File: src/rtl/fcl_divide_pkg.sv
// Shared definitions for the fcl_divide core and its requester arbiter:
// FSM state encodings, the zero-divide quotient pattern and clogb2.
package fcl_divide_pkg;

   typedef enum logic [3:0] {
      ST_IDLE  = 4'b0001,
      ST_START = 4'b0010,
      ST_WAIT  = 4'b0100,
      ST_DONE  = 4'b1000
   } state_e;

   localparam int MAX_DATA_WIDTH = 128;

   // Sliced down to DATA_WIDTH by users; wide enough for any sane operand width.
   localparam logic [MAX_DATA_WIDTH-1:0] DIV_ZERO_QUOTIENT = '1;

   function automatic int clogb2(input int value);
      int res;
      res = 0;
      while ((1 << res) < value) begin
         res = res + 1;
      end
      if (res == 0) begin
         res = 1;
      end
      return res;
   endfunction

endpackage

File: src/rtl/fcl_divide_arbiter_if.sv
// Requester-side bus of fcl_divide_arbiter: packed per-requester request and
// operands in, one-hot ack/valid pulses and the shared result out.
interface fcl_divide_arbiter_if #(
   parameter int DATA_WIDTH = 32,
   parameter int NUM_REQ    = 4
);

   logic [NUM_REQ-1:0]            req_in;
   logic [NUM_REQ*DATA_WIDTH-1:0] numerator_in;
   logic [NUM_REQ*DATA_WIDTH-1:0] denominator_in;
   logic [NUM_REQ-1:0]            ack_out;
   logic [NUM_REQ-1:0]            valid_out;
   logic [DATA_WIDTH-1:0]         quotient_out;
   logic [DATA_WIDTH-1:0]         remainder_out;
   logic                          div_zero_out;
   logic                          busy_out;

   modport master (
      output req_in,
      output numerator_in,
      output denominator_in,
      input  ack_out,
      input  valid_out,
      input  quotient_out,
      input  remainder_out,
      input  div_zero_out,
      input  busy_out
   );

   modport slave (
      input  req_in,
      input  numerator_in,
      input  denominator_in,
      output ack_out,
      output valid_out,
      output quotient_out,
      output remainder_out,
      output div_zero_out,
      output busy_out
   );

endinterface

File: src/rtl/fcl_divide.sv
// Sequential restoring divider: one quotient bit per clock, DATA_WIDTH
// iterations after start_in, results valid with a one-cycle done_out pulse.
module fcl_divide
   import fcl_divide_pkg::*;
#(
   parameter int DATA_WIDTH = 32
) (
   input  logic                  clk_in,
   input  logic                  _reset_in,
   input  logic                  start_in,
   input  logic [DATA_WIDTH-1:0] numerator_in,
   input  logic [DATA_WIDTH-1:0] denominator_in,
   output logic [DATA_WIDTH-1:0] quotient_out,
   output logic [DATA_WIDTH-1:0] remainder_out,
   output logic                  done_out
);

   localparam int CNT_W = clogb2(DATA_WIDTH + 1);
   localparam logic [CNT_W-1:0] CNT_INIT = CNT_W'(DATA_WIDTH);
   localparam logic [CNT_W-1:0] CNT_LAST = CNT_W'(1);

   logic [DATA_WIDTH-1:0] rem_q, rem_d;
   logic [DATA_WIDTH-1:0] quo_q, quo_d;
   logic [DATA_WIDTH-1:0] den_q, den_d;
   logic [CNT_W-1:0]      cnt_q, cnt_d;
   logic                  run_q, run_d;
   logic                  done_q, done_d;
   logic [DATA_WIDTH:0]   shifted;
   logic [DATA_WIDTH:0]   diff;

   always_comb begin
      rem_d   = rem_q;
      quo_d   = quo_q;
      den_d   = den_q;
      cnt_d   = cnt_q;
      run_d   = run_q;
      done_d  = 1'b0;
      // Partial remainder is always below den, so one extra bit holds the shift.
      shifted = {rem_q, quo_q[DATA_WIDTH-1]};
      diff    = shifted - {1'b0, den_q};
      if (start_in) begin
         rem_d = '0;
         quo_d = numerator_in;
         den_d = denominator_in;
         cnt_d = CNT_INIT;
         run_d = 1'b1;
      end else if (run_q) begin
         if (!diff[DATA_WIDTH]) begin
            rem_d = diff[DATA_WIDTH-1:0];
            quo_d = {quo_q[DATA_WIDTH-2:0], 1'b1};
         end else begin
            rem_d = shifted[DATA_WIDTH-1:0];
            quo_d = {quo_q[DATA_WIDTH-2:0], 1'b0};
         end
         cnt_d = cnt_q - CNT_LAST;
         if (cnt_q == CNT_LAST) begin
            run_d  = 1'b0;
            done_d = 1'b1;
         end
      end
   end

   always_ff @(posedge clk_in or negedge _reset_in) begin
      if (!_reset_in) begin
         rem_q  <= '0;
         quo_q  <= '0;
         den_q  <= '0;
         cnt_q  <= '0;
         run_q  <= 1'b0;
         done_q <= 1'b0;
      end else begin
         rem_q  <= rem_d;
         quo_q  <= quo_d;
         den_q  <= den_d;
         cnt_q  <= cnt_d;
         run_q  <= run_d;
         done_q <= done_d;
      end
   end

   assign quotient_out  = quo_q;
   assign remainder_out = rem_q;
   assign done_out      = done_q;

endmodule

File: src/rtl/fcl_rr_pick.sv
// Combinational round-robin search: first set request at or above ptr_in,
// wrapping past NUM_REQ-1 back to 0.
module fcl_rr_pick
   import fcl_divide_pkg::*;
#(
   parameter int NUM_REQ = 4
) (
   input  logic [NUM_REQ-1:0]          req_in,
   input  logic [clogb2(NUM_REQ)-1:0]  ptr_in,
   output logic [clogb2(NUM_REQ)-1:0]  idx_out,
   output logic                        any_out
);

   localparam int IDX_W = clogb2(NUM_REQ);

   int cand;

   // Walking offsets from far to near lets the nearest hit overwrite the rest.
   always_comb begin
      idx_out = '0;
      any_out = |req_in;
      cand    = 0;
      for (int off = NUM_REQ - 1; off >= 0; off--) begin
         cand = int'(ptr_in) + off;
         if (cand >= NUM_REQ) begin
            cand = cand - NUM_REQ;
         end
         if (req_in[cand]) begin
            idx_out = IDX_W'(cand);
         end
      end
   end

endmodule

File: src/rtl/fcl_divide_arbiter.sv
// Shares one fcl_divide core among NUM_REQ requesters with round-robin
// req/ack arbitration; zero denominators are answered without the divider.
module fcl_divide_arbiter
   import fcl_divide_pkg::*;
#(
   parameter int DATA_WIDTH = 32,
   parameter int NUM_REQ    = 4
) (
   input  logic           clk_in,
   input  logic           _reset_in,
   fcl_divide_arbiter_if.slave bus
);

   localparam int IDX_W = clogb2(NUM_REQ);

   state_e                state_q, state_d;
   logic [IDX_W-1:0]      idx_q, idx_d;
   logic [IDX_W-1:0]      ptr_q, ptr_d;
   logic [DATA_WIDTH-1:0] num_q, num_d;
   logic [DATA_WIDTH-1:0] den_q, den_d;
   logic [DATA_WIDTH-1:0] quo_q, quo_d;
   logic [DATA_WIDTH-1:0] rem_q, rem_d;
   logic                  dz_q, dz_d;
   logic [NUM_REQ-1:0]    ack_q, ack_d;
   logic [NUM_REQ-1:0]    valid_q, valid_d;

   logic [IDX_W-1:0]      pick_idx;
   logic                  pick_any;
   logic                  div_start;
   logic                  div_done;
   logic [DATA_WIDTH-1:0] div_quo;
   logic [DATA_WIDTH-1:0] div_rem;

   fcl_rr_pick #(
      .NUM_REQ (NUM_REQ)
   ) u_pick (
      .req_in  (bus.req_in),
      .ptr_in  (ptr_q),
      .idx_out (pick_idx),
      .any_out (pick_any)
   );

   fcl_divide #(
      .DATA_WIDTH (DATA_WIDTH)
   ) u_div (
      .clk_in         (clk_in),
      ._reset_in      (_reset_in),
      .start_in       (div_start),
      .numerator_in   (num_q),
      .denominator_in (den_q),
      .quotient_out   (div_quo),
      .remainder_out  (div_rem),
      .done_out       (div_done)
   );

   always_comb begin
      state_d   = state_q;
      idx_d     = idx_q;
      ptr_d     = ptr_q;
      num_d     = num_q;
      den_d     = den_q;
      quo_d     = quo_q;
      rem_d     = rem_q;
      dz_d      = dz_q;
      ack_d     = '0;
      valid_d   = '0;
      div_start = 1'b0;
      case (state_q)
         ST_IDLE: begin
            if (pick_any) begin
               idx_d           = pick_idx;
               num_d           = bus.numerator_in[int'(pick_idx)*DATA_WIDTH +: DATA_WIDTH];
               den_d           = bus.denominator_in[int'(pick_idx)*DATA_WIDTH +: DATA_WIDTH];
               ack_d[pick_idx] = 1'b1;
               ptr_d           = (int'(pick_idx) == NUM_REQ - 1) ? '0 : pick_idx + 1'b1;
               state_d         = ST_START;
            end
         end
         ST_START: begin
            // The zero test uses the latched denominator; a zero result is
            // loaded here so valid lands one cycle after ack, never starting the divider.
            if (den_q != '0) begin
               div_start = 1'b1;
               state_d   = ST_WAIT;
            end else begin
               quo_d          = DIV_ZERO_QUOTIENT[DATA_WIDTH-1:0];
               rem_d          = num_q;
               dz_d           = 1'b1;
               valid_d[idx_q] = 1'b1;
               state_d        = ST_DONE;
            end
         end
         ST_WAIT: begin
            if (div_done) begin
               quo_d          = div_quo;
               rem_d          = div_rem;
               dz_d           = 1'b0;
               valid_d[idx_q] = 1'b1;
               state_d        = ST_DONE;
            end
         end
         ST_DONE: begin
            state_d = ST_IDLE;
         end
         default: begin
            state_d = ST_IDLE;
         end
      endcase
   end

   always_ff @(posedge clk_in or negedge _reset_in) begin
      if (!_reset_in) begin
         state_q <= ST_IDLE;
         idx_q   <= '0;
         ptr_q   <= '0;
         num_q   <= '0;
         den_q   <= '0;
         quo_q   <= '0;
         rem_q   <= '0;
         dz_q    <= 1'b0;
         ack_q   <= '0;
         valid_q <= '0;
      end else begin
         state_q <= state_d;
         idx_q   <= idx_d;
         ptr_q   <= ptr_d;
         num_q   <= num_d;
         den_q   <= den_d;
         quo_q   <= quo_d;
         rem_q   <= rem_d;
         dz_q    <= dz_d;
         ack_q   <= ack_d;
         valid_q <= valid_d;
      end
   end

   assign bus.ack_out       = ack_q;
   assign bus.valid_out     = valid_q;
   assign bus.quotient_out  = quo_q;
   assign bus.remainder_out = rem_q;
   assign bus.div_zero_out  = dz_q;
   assign bus.busy_out      = (state_q != ST_IDLE);

endmodule

File: src/flat_wrapper.sv
// flat-port wrapper written by rule: the top's interface ports become plain ports
module fcl_divide_arbiter_flat import fcl_divide_pkg::*;
#(
   parameter int DATA_WIDTH = 32,
   parameter int NUM_REQ    = 4
)
  (clk_in, _reset_in, bus_req_in, bus_numerator_in, bus_denominator_in, bus_ack_out, bus_valid_out, bus_quotient_out, bus_remainder_out, bus_div_zero_out, bus_busy_out);
  fcl_divide_arbiter_if #(.DATA_WIDTH(DATA_WIDTH), .NUM_REQ(NUM_REQ)) bus_i ();
  input  logic clk_in;
  input  logic _reset_in;
  input wire logic [$bits(bus_i.req_in)-1:0] bus_req_in;
  input wire logic [$bits(bus_i.numerator_in)-1:0] bus_numerator_in;
  input wire logic [$bits(bus_i.denominator_in)-1:0] bus_denominator_in;
  output wire logic [$bits(bus_i.ack_out)-1:0] bus_ack_out;
  output wire logic [$bits(bus_i.valid_out)-1:0] bus_valid_out;
  output wire logic [$bits(bus_i.quotient_out)-1:0] bus_quotient_out;
  output wire logic [$bits(bus_i.remainder_out)-1:0] bus_remainder_out;
  output wire logic [$bits(bus_i.div_zero_out)-1:0] bus_div_zero_out;
  output wire logic [$bits(bus_i.busy_out)-1:0] bus_busy_out;
  assign bus_i.req_in = bus_req_in;
  assign bus_i.numerator_in = bus_numerator_in;
  assign bus_i.denominator_in = bus_denominator_in;
  assign bus_ack_out = bus_i.ack_out;
  assign bus_valid_out = bus_i.valid_out;
  assign bus_quotient_out = bus_i.quotient_out;
  assign bus_remainder_out = bus_i.remainder_out;
  assign bus_div_zero_out = bus_i.div_zero_out;
  assign bus_busy_out = bus_i.busy_out;
  fcl_divide_arbiter #(.DATA_WIDTH(DATA_WIDTH), .NUM_REQ(NUM_REQ)) u_core (.clk_in(clk_in), ._reset_in(_reset_in), .bus(bus_i));
endmodule
File: config.mk
export PLATFORM = sky130hd
export DESIGN_NAME = fcl_divide_arbiter_flat
export DESIGN_NICKNAME = d
export VERILOG_FILES = /design/src/rtl/fcl_divide_pkg.sv /design/src/rtl/fcl_divide_arbiter_if.sv /design/src/rtl/fcl_divide.sv /design/src/rtl/fcl_rr_pick.sv /design/src/rtl/fcl_divide_arbiter.sv /design/src/flat_wrapper.sv
export SDC_FILE = /design/constraint.sdc
export NUM_CORES = 1
export LEC_CHECK = 0
export CORE_MARGIN = 3
export CORE_UTILIZATION = 65
export DETAILED_ROUTE_END_ITERATION = 8
export DONT_BUFFER_PORTS = 1
export HOLD_SLACK_MARGIN = 0.15
export PLACE_DENSITY = 0.79
export SYNTH_ARGS = -nofsm -noshare
export SYNTH_HDL_FRONTEND = slang
export SYNTH_SLANG_ARGS = --single-unit
File: constraint.sdc
create_clock -name clk_in -period 5.5 [get_ports clk_in]
set_clock_uncertainty 0.05 [all_clocks]
set_input_delay 0.825 -clock clk_in [delete_from_list [all_inputs] [get_ports clk_in]]
set_output_delay 0.825 -clock clk_in [all_outputs]
set_load 0.05 [all_outputs]
==> out/qor.yml <==
outcome: "finished with violations"
violations: "negative hold slack"
reg2reg_to: "u_core.u_div.remainder_out[24]"
async_reset_ff_share_pct: 100
worst_setup_path_end_kind: "register"
power_mw: 11.5
track_usage_pct: 32.5
synthFlopType: "dfrtp_1"
synth_fp_nets: 2093
ys_seq_elements: 249
detail_route.wirelength_mm: 39.8
ys_seq_area_share_pct: 44.3
path_clk_slew_ns: 0.06
crit_fanout: 22
final_max_slew_viol_count: 0
dp_hpwl_mm: 29.1
fin_nets: 2010
fin_tns_setup_ns: 0
crit_type: "register to register"
worst_setup_path_start_kind: "register"
num_rows: 53
fin_crit_ns: 4.03
wire_per_inst_um: 19.9
antenna_cells: 0
arrival_ns: 4.33
post_cts_resized: 0
setup_viol: 0
rsz0062_at_grt: "false"
synth_commonest_cells: "346 x nor2_1, 324 x nand2_1, 248 x dfrtp_1"
port_buffers: 0
die-area_um2: 23400
avgSynthCellArea_um2: 7.85
start_util_pct: 66.5
crit-reg2reg-launch: "u_core.u_div.quotient_out[31]"
synth.distinct_cells: 61
worstMarginPinSlew_ns: 1.17
pwr_density_cell_nw_per_um2: 776
period_share_pct: 73.2
cts_made_buffers: 26
core_um2: 21200
drc: 0
antenna_left: 0
synth_top_area_share_pct: 44.1
yosysTopAreaCell: "dfrtp_1"
cts_tree: "done"
num_vias: 12300
synth_edf_count: 0
ctsHtreeMaxLevel: 1
hold_class: "primary input to async pin"
die_w_um: 153
cts_sinks: 249
place_congestion: 0.947
grt_overflow_total: 0
drv_cap: 0
synthTopCellsByArea: "dfrtp_1 44%, nor2_1 9.2%, nand2_1 8.7%"
drive_gt1_share_pct: 4.41
fp.dieH_um: 153
antenna_found_initial: 0
rrSetupSlack_ns: 1.47
ios: 336
worst_skew_pair.late_latency_ns: 0.54
relSlewSlack_pct: 21.7
cts_setup_buffers: 0
synthToLayoutAreaGrowth_pct: 5.66
timing.hold.ws_ns: -0.0498
leakagePower_nw: 7.02
required_ns: 5.81
max-clock-path-buffers: 3
grt_pass1_vias: 11200
max_freq_mhz: 248
drt_iter0_markers: 1135
viasPerCell: 6.18
synthCells: 1792
first_pass_iters: 6
yosys_warnings: 0
rr_worst_depth: 14
grt_pass1_wl_mm: 61.5
cts-root-buf: "clkbuf_16"
netlist_area_um2: 14100
grt_max_degree: 250
final_hold_viol_count: 101
synth.most_common_cell: "nor2_1"
ir_worst_vdd_mv: 0.392
## state kept, by name, indices dropped and copies added, names as in the netlist
name and flops:
u_core.idx_q 2, u_core.u_div.remainder_out 32, u_core.u_div.den_q 32, u_core.bus.valid_out 4
u_core.ptr_q 2, u_core.bus.ack_out 4, u_core.u_div.done_out 1, u_core.state_q 4
u_core.bus.remainder_out 32, u_core.u_div.run_q 1, u_core.bus.quotient_out 32, u_core.u_div.quotient_out 32
u_core.bus.div_zero_out 1, u_core.den_q 32, u_core.u_div.cnt_q 6, u_core.num_q 32
## worst max-delay path by stage
stage	startpoint	end	slack [ns]	cells past startpoint
finish	u_core.u_div.quotient_out[31]	u_core.u_div.remainder_out[24]	1.47	14
global route	u_core.u_div.quotient_out[31]	u_core.u_div.remainder_out[19]	1.29	14
CTS	u_core.u_div.quotient_out[31]	u_core.u_div.remainder_out[3]	1.54	14
detailed placement	u_core.u_div.quotient_out[31]	u_core.u_div.remainder_out[3]	1.57	14
global placement	u_core.u_div.quotient_out[31]	u_core.u_div.remainder_out[19]	1.69	14
floorplan	u_core.u_div.quotient_out[31]	u_core.u_div.remainder_out[10]	2.56	15
## kinds of logic (layout without fill, tap and decap cells)
group / Yosys count / count (layout) / synth area share [%]
multiplexers: 59 / 59 / 4.20
XOR/XNOR: 32 / 32 / 1.99
AO/OA/AOI/OAI: 434 / 434 / 17.5
AND/OR/NAND/NOR: 806 / 806 / 23.5
flip-flops: 249 / 249 / 44.3
buffers and inverters: 173 / 103 / 5.01
adder cells (fa/ha/maj): 39 / 39 / 3.52
## power by group
| group | switching (mW) | internal, mW | leakage (nW) | total, mW |
|---|---|---|---|---|
| Combinational | 3.42 | 2.30 | 3.51 | 5.72 |
| Sequential | 1.46 | 2.70 | 3.12 | 4.16 |
| Clock | 0.701 | 0.949 | 0.379 | 1.65 |
| Total | 5.58 | 5.95 | 7.02 | 11.5 |
## through the flow
step / instance area (µm²) / worst slack (ns) / utilization [%] / std cells
floorplan: 14100 / 2.56 / - / 1792
global placement: 14100 / 1.69 / 66.5 / 1956
detailed placement: 14100 / 1.57 / 66.5 / 1956
CTS: 14900 / 1.54 / 70.2 / 1997
global route: 14900 / 1.29 / 70.2 / 1997
finish: 14900 / 1.47 / 70.2 / 1997
## worst max-delay path: stages (launching register included)
cell,delay [ns]
dfrtp_1,0.37
inv_1,0.10
ha_1,0.17
inv_1,0.05
fa_1,0.40
a21oi_1,0.32
o211ai_4,0.16
a21oi_2,0.31
o311ai_4,0.15
nand4_2,0.11
a21oi_1,0.12
nor3_4,0.90
buf_12,0.28
mux2i_1,0.23
a21oi_1,0.09
## layer usage
metal	GRT usage, %	vias up	part of all wire [%]
li1	-	5858	-
met1	48.3	5828	43
met2	49.5	595	45
met3	6.46	67	9.4
met4	8.66	0	2.6
met5	0	-	0
## placed cells by master (no fill, tap or decap), types with 7 or more instances in the layout
master,Yosys,final
a21o_1,13,13
dfrtp_1,248,247
buf_4,0,11
inv_1,48,47
xnor2_1,21,21
clkbuf_16,0,26
nand4_1,9,9
o21ai_0,208,207
a21oi_1,126,126
nand3_1,73,73
mux2i_1,59,59
nor2_1,346,346
nor4_1,9,9
a31oi_1,38,38
nand2_1,324,324
xor2_1,11,11
ha_1,38,38
and2_1,8,8
clkbuf_1,115,7
## layout make-up
type                    count  area, µm²
multi-input cells        1370       7180
fillers                  1682       6300
flip-flops and latches    249       6240
clock buffers              36        718
well taps                 275        344
inverters                  49        185
repair buffers             13        123
clock inverters             5       63.8
Power figures use the tool's default switching activity.
